File: src/rtl/ucie_ctl_tx_buffer.sv
// ucie_ctl_tx_buffer: FDI-to-RDI transmit FIFO with first-word-fall-through output and sticky overrun flag
module ucie_ctl_tx_buffer #(
  parameter int NBYTES = 3,
  parameter int DEPTH  = 4
) (
  input  logic                     i_clk,
  input  logic                     i_rst,
  input  logic                     i_buffer_en,
  input  logic [8*NBYTES-1:0]      i_fdi_lp_data,
  input  logic                     i_fdi_lp_valid,
  input  logic                     i_fdi_lp_irdy,
  output logic                     o_fdi_pl_trdy,
  output logic [8*NBYTES-1:0]      o_rdi_lp_data,
  output logic                     o_rdi_lp_valid,
  output logic                     o_rdi_lp_irdy,
  input  logic                     i_rdi_pl_trdy,
  output logic [$clog2(DEPTH):0]   o_fill_level,
  output logic                     o_overflow_detected
);
  localparam int W  = 8 * NBYTES;
  localparam int AW = $clog2(DEPTH);
  localparam int CW = AW + 1;
  logic [W-1:0]  mem_q [DEPTH];
  logic [AW-1:0] wr_ptr_q, wr_ptr_d, rd_ptr_q, rd_ptr_d;
  logic [CW-1:0] count_q, count_d;
  logic          ovf_q, ovf_d;
  logic          full, empty, req, push, pop;
  // Handshake decode and next-state; full blocks push even when a pop happens the same cycle
  always_comb begin
    full           = count_q == CW'(DEPTH);
    empty          = count_q == '0;
    req            = i_buffer_en && i_fdi_lp_valid && i_fdi_lp_irdy;
    push           = req && !full;
    o_fdi_pl_trdy  = i_buffer_en && !full;
    o_rdi_lp_valid = i_buffer_en && !empty;
    o_rdi_lp_irdy  = o_rdi_lp_valid;
    o_rdi_lp_data  = empty ? '0 : mem_q[rd_ptr_q];
    pop            = o_rdi_lp_valid && i_rdi_pl_trdy;
    wr_ptr_d       = push ? wr_ptr_q + AW'(1) : wr_ptr_q;
    rd_ptr_d       = pop ? rd_ptr_q + AW'(1) : rd_ptr_q;
    count_d        = count_q + CW'(push) - CW'(pop);
    ovf_d          = ovf_q || (req && full);
  end
  // Pointer, occupancy and overrun state with synchronous active-low reset
  always_ff @(posedge i_clk) begin
    if (!i_rst) begin
      wr_ptr_q <= '0;
      rd_ptr_q <= '0;
      count_q  <= '0;
      ovf_q    <= 1'b0;
    end else begin
      wr_ptr_q <= wr_ptr_d;
      rd_ptr_q <= rd_ptr_d;
      count_q  <= count_d;
      ovf_q    <= ovf_d;
    end
  end
  // Storage array; reset leaves contents alone since the pointers make them unreachable
  always_ff @(posedge i_clk) begin
    if (i_rst && push) mem_q[wr_ptr_q] <= i_fdi_lp_data;
  end
  assign o_fill_level        = count_q;
  assign o_overflow_detected = ovf_q;
endmodule
File: config.mk
export PLATFORM = sky130hd
export DESIGN_NAME = ucie_ctl_tx_buffer
export DESIGN_NICKNAME = d
export VERILOG_FILES = /design/src/rtl/ucie_ctl_tx_buffer.sv
export SDC_FILE = /design/constraint.sdc
export NUM_CORES = 1
export LEC_CHECK = 0
export BUFFER_PORTS_ARGS = -buffer_cell sky130_fd_sc_hd__buf_2
export CELL_PAD_IN_SITES_DETAIL_PLACEMENT = 1
export CELL_PAD_IN_SITES_GLOBAL_PLACEMENT = 1
export CORE_AREA = 10 10 109 111
export DETAILED_ROUTE_END_ITERATION = 16
export DIE_AREA = 0 0 119 121
export PLACE_DENSITY_LB_ADDON = 0.1
export RECOVER_POWER = 25
export SYNTH_ARGS = -nofsm -noshare
export SYNTH_HDL_FRONTEND = slang
export SYNTH_SLANG_ARGS = --single-unit
File: constraint.sdc
create_clock -name i_clk -period 2.3 [get_ports i_clk]
set_input_delay 0.345 -clock i_clk [delete_from_list [all_inputs] [get_ports i_clk]]
set_output_delay 0.345 -clock i_clk [all_outputs]
set_load 0.005 [all_outputs]
==> run metrics <==
root buffer cell=clkbuf_8; via count of the first global-routing pass=2331; max-cap viol count=0; CTS Buffer Depth=2; status=complete, no violations; Yosys reg bits=106; largest cells by area after synthesis=edfxtp_1 69%, mux4_2 13%, dfxtp_1 4.8%; Resized Gates After CTS=0; clk sink count=106; core area=9640 um2; Yosys cell types=29; critical path type=reg2reg; Routed WL per cell=19.4 um; Port-buffer cells=60; nature of the critical path endpoint=register; number of top-level pins=61; Num CTS Buffers=9; via count=2076; worst path required time=2.55 ns; Synth Cell Area=4170 um2; Min-Delay Path Class=in2reg; Slew HR=75.9%; Nets=319; # rows=36; Worst-Margin Slew=0.361 ns; Ys Warns=0; clock skew=0.00723 ns; CTS tree=done; Die ar.=14400 um2; Net Count, Synth=243; commonest non-fill, non-tap cell in the layout=edfxtp_1; Setup Fix Bufs, Post-CTS=0; Leak Pwr=1.69 nW; top cell type's share of synthesized area=69.1%; Final setup violation count=0; critical path fanouts, max=8; CP Launch Type=register; Die Ht=121 um; initial detailed-routing violation count=97; Tmin final=2.17 ns; sequential cell area fraction in the yosys report=73.9%; RSZ-0062 raised after global routing=no; clk_lat worst skew=0.35 ns; Post-Synthesis Cells=207; Peak Freq=0.460 GHz; most frequent cells in the layout=96 x edfxtp_1, 43 x buf_2, 25 x nor2b_1, 24 x mux4_2, 18 x clkbuf_1; Final TNS setup=0 ns; overall global routing resource usage=11.6%; first-pass GRT wire length=12800 um; GP Congestion=0.694; area grow syn2layout=17.4%; crit share post-route=94.4%; fill cell count=965; fin area=4900 um2; Fin. Hold Viols=0; DP HPWL=5580 um; pin count of the biggest net entering global routing=25; cts-stage hold buffer count=0; Initial Utilization=43.3%; layout cell share with drive strength beyond 1=35.9%; CP Data Arrival Time=2.42 ns; post-synth top area cell=edfxtp_1; detailed-route DRC error count=0; Post-DP Area=4710 um2; vias per cell=4.94; pwr dens=915 nW/um2; worst vdd ir=0.419 mV; Avg Inst Size Synth=20.2 um2; Total Wirelength=8140 um; max-slew violations=0; Worst-path clk slew=0.09 ns; ant diodes=0; Die X=119 um; H-tree levels=3; initial antenna violation count=0; total grt overflow=0; Routed Antenna Nets=0; first-pass iteration count of the detailed router=4
metrics by stage:
| step | utilization (%) | hold WS, ns | std cells | setup slack (ns) | total power (W) |
|---|---|---|---|---|---|
| after global routing | 50.9 | 0.195 | 420 | 0.00917 | 0.00474 |
| final | 50.9 | 0.210 | 420 | 0.128 | 0.00448 |
| after floorplan | - | 0.444 | 207 | 0.0554 | 0.00283 |
| after global placement | 48.9 | 0.448 | 405 | 0.189 | 0.00336 |
| after detailed placement | 48.9 | 0.456 | 405 | 0.172 | 0.00336 |
| after CTS | 51.0 | 0.179 | 420 | 0.0902 | 0.00456 |
critical path, cell delays in order, from the launching register on:
cell and delay, ns:
dfxtp_1 0.34, or3b_1 0.39, nor2b_4 0.18, xnor2_1 0.13
ha_1 0.21, fa_1 0.41, xnor2_2 0.15, xnor2_1 0.12
and2_1 0.15
per-layer routing:
| layer | GRT usage (%) | vias up | routed length (um) | share of wire [%] |
|---|---|---|---|---|
| li1 | - | 953 | - | - |
| met1 | 14.0 | 1069 | 3580 | 44 |
| met2 | 19.4 | 49 | 4150 | 51 |
| met3 | 3.96 | 5 | 356 | 4.4 |
| met4 | 3.51 | 0 | 55 | 0.68 |
| met5 | 0 | - | 0 | 0 |
Yosys cell counts:
cell type / count
o21a_1: 1
nor3_2: 1
mux2i_1: 2
fa_1: 1
xnor2_1: 4
and3_1: 4
buf_1: 1
inv_1: 3
nand3_1: 2
and2_2: 1
or3b_1: 1
nand2_1: 4
or3_1: 1
and2_1: 5
buf_6: 3
or2_1: 1
nor2b_4: 1
buf_2: 3
a21boi_1: 1
dfxtp_1: 10
mux4_2: 24
ha_1: 5
nor2b_1: 25
clkbuf_1: 3
buf_4: 1
o21ai_0: 1
nor2_1: 1
edfxtp_1: 96
o311ai_2: 1
report_power, final:
part | total [W] | internal [W] | switching, W
sequential | 0.00217 | 0.00215 | 0.0000197
combinational | 0.00112 | 0.000544 | 0.000579
clock | 0.00119 | 0.000608 | 0.000585
cells by family after synthesis:
| logic type | count (synthesis) | share of synthesized area (%) |
|---|---|---|
| multiplexers | 26 | 13.4 |
| XOR/XNOR | 4 | 0.839 |
| adder cells (fa/ha/maj) | 6 | 1.98 |
| buffers and inverters | 14 | 1.98 |
| flip-flops | 106 | 73.9 |
| AO/OA/AOI/OAI | 4 | 0.869 |
| AND/OR/NAND/NOR | 47 | 7.04 |
area by class of cell:
cell class / count / area [um2] / share of cell area [%]
inverters: 3 / 11.3 / 0.230
repair buffers: 76 / 412 / 8.40
clock inverters: 5 / 78.8 / 1.61
multi-input cells: 87 / 1020 / 20.9
well taps: 133 / 166 / 3.39
flip-flops and latches: 106 / 3080 / 62.9
clock buffers: 10 / 128 / 2.60
state kept, by name, indices dropped and copies added (netlist names), named ones only:
name / count
o_overflow_detected: 1
mem_q: 96
wr_ptr_q: 2
rd_ptr_q: 2
o_fill_level: 3
final timing paths:
| kind | from | to | slack (ns) | cells after the start |
|---|---|---|---|---|
| setup / recovery | o_fill_level[2] | o_fill_level[2] | 0.13 | 8 |
| hold / removal | i_fdi_lp_data[22] | mem_q[0][22] | 0.21 | 1 |
| hold reg to reg | o_overflow_detected | o_overflow_detected | 0.48 | 1 |
| setup reg to reg | o_fill_level[2] | o_fill_level[2] | 0.13 | 8 |
(Power assumes the default switching activity.)
